[src/rtl/frame_streamer.sv]
`default_nettype none
// ============================================================================
// frame_streamer : snapshots payload/timestamp/config on capture and streams a
//                  sequenced, XOR-checksummed frame over a valid/ready port.
// Revision: 1.0
// ============================================================================
module frame_streamer #(
  parameter int PAYLOAD_WORDS = 24,
  parameter int RESOLUTION    = 24,
  parameter int OUT_WIDTH     = 8
) (
  input  logic                                pllclk,
  input  logic                                reset_n,
  input  logic                                capture,
  input  logic [PAYLOAD_WORDS*RESOLUTION-1:0] payload,
  input  logic [63:0]                         timestamp,
  input  logic [47:0]                         config_word,
  output logic [OUT_WIDTH-1:0]                out_data,
  output logic                                out_valid,
  input  logic                                out_ready,
  output logic                                busy,
  output logic                                frame_done,
  output logic [7:0]                          overrun_count
);

  localparam int PAY_W      = PAYLOAD_WORDS * RESOLUTION;
  localparam int FRAME_W    = 128 + PAY_W;
  localparam int HDR_CHUNKS = 64 / OUT_WIDTH;
  localparam int PAY_CHUNKS = PAY_W / OUT_WIDTH;
  localparam int CNT_W      = $clog2(PAY_CHUNKS + HDR_CHUNKS) + 1;

  localparam logic [CNT_W-1:0] c_hdr_last = CNT_W'(HDR_CHUNKS - 1);
  localparam logic [CNT_W-1:0] c_pay_last = CNT_W'(PAY_CHUNKS - 1);

  typedef enum logic [2:0] {
    S_IDLE    = 3'd0,
    S_HEADER  = 3'd1,
    S_PAYLOAD = 3'd2,
    S_FOOTER  = 3'd3,
    S_CHECK   = 3'd4
  } state_t;

  state_t                 r_state;
  state_t                 w_state_next;
  logic [FRAME_W-1:0]     r_shift;
  logic [OUT_WIDTH-1:0]   r_csum;
  logic [CNT_W-1:0]       r_cnt;
  logic [15:0]            r_seq;
  logic [7:0]             r_ovr;

  logic [PAY_W-1:0]       w_pay_ord;
  logic [FRAME_W-1:0]     w_frame;
  logic [15:0]            w_seq_hdr;
  logic [OUT_WIDTH-1:0]   w_chunk;
  logic                   w_hs;
  logic                   w_data_state;
  logic                   w_last_chunk;
  logic                   w_check_hs;
  logic                   w_start;
  logic                   w_overrun;

  // Word 0 lives in the LSBs of payload but must leave first, so reorder it to the top.
  for (genvar k = 0; k < PAYLOAD_WORDS; k++) begin : g_pay_order
    assign w_pay_ord[(PAYLOAD_WORDS-1-k)*RESOLUTION +: RESOLUTION] = payload[k*RESOLUTION +: RESOLUTION];
  end

  assign out_valid    = (r_state != S_IDLE);
  assign busy         = (r_state != S_IDLE);
  assign w_hs         = out_valid & out_ready;
  assign w_data_state = (r_state == S_HEADER) | (r_state == S_PAYLOAD) | (r_state == S_FOOTER);
  assign w_check_hs   = (r_state == S_CHECK) & w_hs;
  assign w_start      = capture & ((r_state == S_IDLE) | w_check_hs);
  assign w_overrun    = capture & busy & ~w_check_hs;
  assign w_chunk      = r_shift[FRAME_W-1 -: OUT_WIDTH];
  // A back-to-back frame is snapshotted in the same cycle seq increments.
  assign w_seq_hdr    = w_check_hs ? (r_seq + 16'd1) : r_seq;
  assign w_frame      = {w_seq_hdr, config_word, w_pay_ord, timestamp};
  assign frame_done   = w_check_hs & reset_n;
  assign overrun_count = r_ovr;

  always_comb begin
    out_data = '0;
    if (r_state == S_CHECK) begin
      out_data = r_csum;
    end else if (w_data_state) begin
      out_data = w_chunk;
    end
  end

  always_comb begin
    w_last_chunk = 1'b0;
    case (r_state)
      S_HEADER:  w_last_chunk = (r_cnt == c_hdr_last);
      S_PAYLOAD: w_last_chunk = (r_cnt == c_pay_last);
      S_FOOTER:  w_last_chunk = (r_cnt == c_hdr_last);
      default:   w_last_chunk = 1'b0;
    endcase
  end

  always_ff @(posedge pllclk) begin
    if (!reset_n) begin
      r_state <= S_IDLE;
    end else begin
      r_state <= w_state_next;
    end
  end

  always_comb begin
    w_state_next = r_state;
    case (r_state)
      S_IDLE:    if (capture)               w_state_next = S_HEADER;
      S_HEADER:  if (w_hs && w_last_chunk)  w_state_next = S_PAYLOAD;
      S_PAYLOAD: if (w_hs && w_last_chunk)  w_state_next = S_FOOTER;
      S_FOOTER:  if (w_hs && w_last_chunk)  w_state_next = S_CHECK;
      S_CHECK:   if (w_hs)                  w_state_next = capture ? S_HEADER : S_IDLE;
      default:                              w_state_next = S_IDLE;
    endcase
  end

  always_ff @(posedge pllclk) begin
    if (!reset_n) begin
      r_shift <= '0;
      r_csum  <= '0;
      r_cnt   <= '0;
      r_seq   <= '0;
      r_ovr   <= '0;
    end else begin
      if (w_start) begin
        r_shift <= w_frame;
        r_csum  <= '0;
      end else if (w_data_state && w_hs) begin
        r_shift <= r_shift << OUT_WIDTH;
        r_csum  <= r_csum ^ w_chunk;
      end

      // Chunk index restarts on every field change.
      if (w_state_next != r_state) begin
        r_cnt <= '0;
      end else if (w_data_state && w_hs) begin
        r_cnt <= r_cnt + CNT_W'(1);
      end

      if (w_check_hs) begin
        r_seq <= r_seq + 16'd1;
      end

      if (w_overrun && (r_ovr != 8'hFF)) begin
        r_ovr <= r_ovr + 8'd1;
      end
    end
  end

endmodule
`default_nettype wire

[config.mk]
export PLATFORM = sky130hd
export DESIGN_NAME = frame_streamer
export DESIGN_NICKNAME = d
export VERILOG_FILES = /design/src/rtl/frame_streamer.sv
export SDC_FILE = /design/constraint.sdc
export NUM_CORES = 2
export LEC_CHECK = 0
export BUFFER_PORTS_ARGS = -buffer_cell sky130_fd_sc_hd__buf_2
export CAP_MARGIN = 20
export CORE_AREA = 2 2 280 282
export CTS_CLUSTER_SIZE = 8
export DETAILED_ROUTE_END_ITERATION = 7
export DIE_AREA = 0 0 282 284
export PLACE_DENSITY = 0.73
export REMOVE_ABC_BUFFERS = 1
export SYNTH_ARGS = -nofsm -noshare
export SYNTH_HDL_FRONTEND = slang
export SYNTH_SLANG_ARGS = --single-unit
[constraint.sdc]
create_clock -name pllclk -period 3.6 [get_ports pllclk]
set_input_delay 0.54 -clock pllclk [delete_from_list [all_inputs] [get_ports pllclk]]
set_output_delay 0.54 -clock pllclk [all_outputs]
set_load 0.05 [all_outputs]
# Word level (Yosys, flattened, before mapping)
# Cells that the tools add are included.
[totals] mem_count=0 ram_bits=0 out_inout_bits=19 ff_bits=747 wordCells=51 mem_bits_ro=0 latchBits=0
[classes] n_lt_le_gt_ge=0 bitwise_logic=12 n_addsub=3 reduce_logical=9 mux=13 div=0 n_eq_ne=8 n_shift=0 multipliers=0
[ops] op="$mux W704" count=2
[ops] op="$add A16 B1 Y16 const B" count=1
[ops] op="$add A8 B1 Y8 const B" count=2
[ops] op="$mux W16" count=1
[ops] op="$mux W8" count=2
[ops] op="$mux W3" count=5
[ops] op="$pmux W3 S5" count=1
[ops] op="$eq A8 B3 Y1 const B" count=1
[ops] op="$eq A8 B7 Y1 const B" count=1
[ops] op="$ne A8 B8 Y1 const B" count=1
[ops] op="$xor A8 B8 Y8" count=1
[ops] op="$and A1 B1 Y1" count=6
[ops] op="$eq A3 B2 Y1 const B" count=2
[ops] op="$reduce_or A2 Y1" count=3
[ops] op="$eq A3 B1 Y1 const B" count=1
[ops] op="$eq A3 B3 Y1 const B" count=1
[ops] op="$logic_and A1 B1 Y1" count=3
[ops] op="$logic_not A3 Y1" count=1
[ops] op="$ne A3 B3 Y1" count=1
[ops] op="$or A1 B1 Y1" count=3
[ops] op="$reduce_bool A3 Y1" count=1
[ops] op="$not A1 Y1" count=2
[ops] op="$pmux W1 S2" count=1
[ops] op="$reduce_bool A2 Y1" count=1
[ops] op="$mux W1" count=1

# Depth between registers and ports, before layout
[depth] depth_word=8 ltp_mapped=8 ltp_nobuf=5

# Worst setup path after synthesis
# No wires, ideal clock.
[synth_path] kind="in2out" startpoint="input port reset_n" endpoint="output port frame_done" required_time_ps=3060 setup_slack_ps=1217 stages=5 t_arrival_ps=1843 cell_sequence="inv_2 -> clkbuf_1 -> clkbuf_1 -> clkbuf_1 -> nor2_1"
[synth_between] elab_chain_len=1
[synth_rtl] item="start: declaration" line="13" rtl="input logic reset_n,"
[synth_rtl] item="$and A1 B1 Y1" line="78" rtl="assign frame_done = w_check_hs & reset_n;"
[synth_rtl] item="end: declaration" line="22" rtl="output logic frame_done,"
# No other way between the ends.

# Worst setup path in the final report
[layout_path] startpoint="register r_state[2]" endpoint="output port out_data[2]"
[layout_between] elab_chain_len=5 word_cells_on_any_way=8
[layout_rtl] item="start: declaration" line="43" rtl="state_t r_state;"
[layout_rtl] item="start signal: assignment" line="104" rtl="r_state <= w_state_next;"
[layout_rtl] item="$eq A3 B1 Y1 / $eq A3 B2 Y1 (equally long branches)" line="70" rtl="assign w_data_state = (r_state == S_HEADER) | (r_state == S_PAYLOAD) | (r_state == S_FOOTER);"
[layout_rtl] item="$or A1 B1 Y1 (2 in a row)" line="70"
[layout_rtl] item="$mux W8" line="85" rtl="end else if (w_data_state) begin"
[layout_rtl] item="$mux W8 (*)" line="83" rtl="if (r_state == S_CHECK) begin"
[layout_rtl] item="end: declaration" line="18" rtl="output logic [OUT_WIDTH-1:0] out_data,"
# Mark *: on every way between the ends. The rest lies on a longest branch, timed or not.

==> metrics.txt <==
run status=finished clean; RSZ-0062 raised after global routing=false; fraction of layout cells with a size suffix above 1=20.0%; Peak VDD IR=0.381 mV; TritonRoute pass-1 iters=5; cell area after placement=37400 sq um; Initial Util=43.3%; pin count of the biggest net entering global routing=170; most frequent cells in the layout=nand2_1, dfxtp_1, buf_2; ANT nets after route=0; Setup CP Type=reg2out; Sum Neg Setup Slack=0 ps; Slew Limit Fails=0; total CTS buffers=104; worst-path fanout max=16; Tmin final=3220 ps; num rows=102; DR vias/cell=5.90; fin worst setup slack=378 ps; Area Growth Syn to Fin=20.7%; DIE WIDTH=282 um; Final HPWL DP=70.8 mm; prevailing post-synth register cell=dfxtp_1; grt total ovfl=0; vias in the first global route=31400; CTS H-Tree Depth=3; max_slew headroom=45.0%; DRT iter0 DRCs=3130; Post-Synthesis Mean Instance Area=7.88 sq um; Port Buffers=710; drt drc=0; Clk pin slew, worst setup/hold paths=50 ps; Post-CTS Resized=0; Seq/Total Area, Yosys=44.9%; Min-Delay Path Class=in2reg; Post-synth EDFFs=0; worst path required time=3060 ps; CTS tree=built; data arrival time of the worst path=2680 ps; routed vias=33800; die height=284 um; area of the mapped netlist=33300 sq um; nets@finish=5356; max-cap viol count=0; total track usage=25.2%; hold_buf cts=0; first-pass GRT wire length=166 mm; f_max=0.310 GHz; Worst-Skew Late Latency=670 ps; WHS=133 ps; asr flop ratio synth=0%; most common cell after layout, fill and taps aside=nand2_1; root buffer cell=clkbuf_16; Critical Path Sink Type=primary output; fin crit share=89.5%; Post-Route WL=107 mm; GPL Wtd Cong=0.914; Top Ports=711; clock skew=52.5 ps; worst slack, placed=860 ps; Leak Pwr=0.0151 uW; routed length per instance=18.8 um; yosys warns=0; antenna violations before repair=14; Worst Tran Pin Value=821 ps; P per Cell Area=549 nW/um^2; core footprint=77000 sq um; synth unique cells=55; Setup crit start kind=register; flops & latches, synth=747; Setup Viol. Count Final=0; setup bufs post-CTS=0; total clock sinks=747; post-synthesis cell count=4228; Final Hold Vio Count=0; Final Instance Area=40200 sq um; CTS Buffer Depth=3; die area=80100 sq um
## path summary, 6_finish.rpt
kind / start / endpoint / slack [ps] / depth (start not counted)
max: r_state[2]$_SDFF_PN0_ / out_data[2] / 380 / 3
min: payload[399] / r_shift[247]$_SDFFE_PN0P_ / 130 / 3
max reg2reg: r_state[0]$_SDFF_PN0_ / r_shift[60]$_SDFFE_PN0P_ / 960 / 6
min reg2reg: r_shift[91]$_SDFFE_PN0P_ / r_shift[99]$_SDFFE_PN0P_ / 440 / 2
## layer usage
layer	track usage (%)	share of wire, %
met5	0	0.051
met4	10.4	3.7
met3	3.92	7.2
met2	40.5	47
met1	33.6	42
## flip-flops by register name, summed over array words and instances (netlist names)
signal and cells:
overrun_count 8, r_csum 8, r_seq 16, r_state 3
r_cnt 8, r_shift 704
## cell usage after synthesis (2+ instances only)
cell type | instances | area share (%)
o211ai_1 | 9 | 0.20
buf_1 | 6 | 0.068
or3b_2 | 2 | 0.053
mux2i_1 | 4 | 0.12
or4_1 | 5 | 0.11
a21oi_1 | 22 | 0.33
nand4_1 | 10 | 0.19
xor2_1 | 12 | 0.32
xnor2_1 | 10 | 0.26
nand3_1 | 25 | 0.38
a21boi_0 | 2 | 0.045
o31ai_1 | 4 | 0.090
nor2b_1 | 3 | 0.056
o41ai_1 | 2 | 0.053
buf_2 | 239 | 3.6
nor3_1 | 685 | 10
nand2_1 | 1384 | 16
or2_2 | 2 | 0.038
nor2_1 | 25 | 0.28
inv_1 | 4 | 0.045
o21a_1 | 7 | 0.16
and2_1 | 5 | 0.094
a22o_1 | 8 | 0.21
or3_1 | 9 | 0.17
and3_1 | 11 | 0.21
dfxtp_1 | 747 | 45
a311oi_1 | 684 | 18
nand2b_1 | 6 | 0.11
nor3b_2 | 2 | 0.075
nor4_1 | 5 | 0.094
a31oi_1 | 5 | 0.094
ha_1 | 3 | 0.11
clkbuf_1 | 231 | 2.6
a211oi_1 | 9 | 0.20
o311ai_0 | 4 | 0.11
o21ai_0 | 16 | 0.24
buf_4 | 3 | 0.068
## power by group
part	internal, uW	switching (uW)
combinational	1440	2250
sequential	9160	480
clock	5160	3560
total	15800	6290
## worst max-delay path, stage by stage (launching register included)
cell     delay [ps]
dfxtp_1         620
nor3b_2         770
a22o_1          320
buf_2           310
## kinds of logic (layout without fill, tap and decap cells)
logic type | Yosys count | count (layout) | synth area share [%]
multiplexers | 4 | 4 | 0.120
AND/OR/NAND/NOR | 2188 | 2188 | 28.0
XOR/XNOR | 22 | 22 | 0.578
AO/OA/AOI/OAI | 780 | 780 | 19.9
flip-flops | 747 | 747 | 44.9
adder cells (fa/ha/maj) | 3 | 3 | 0.113
other | 0 | 9 | 0
buffers and inverters | 484 | 926 | 6.39
## cell type report
type	count	area (sq um)
Clock inverter	11	206
Fill cell	7246	36800
Tap cell	1040	1300
Multi-Input combinational cell	2997	16300
Clock buffer	104	2600
Antenna cell	9	22.5
Sequential cell	747	15000
Timing Repair Buffer	806	4810
Inverter	5	26.3
## per-stage QoR
stage / instances / utilization [%] / total power (uW)
after floorplan: 3749 / - / 13200
after global placement: 5595 / 48.5 / 13400
after detailed placement: 5595 / 48.5 / 13400
after CTS: 5710 / 52.2 / 22100
after global routing: 5716 / 52.2 / 23000
final: 5719 / 52.2 / 22100
Power figures use the tool's default switching activity.
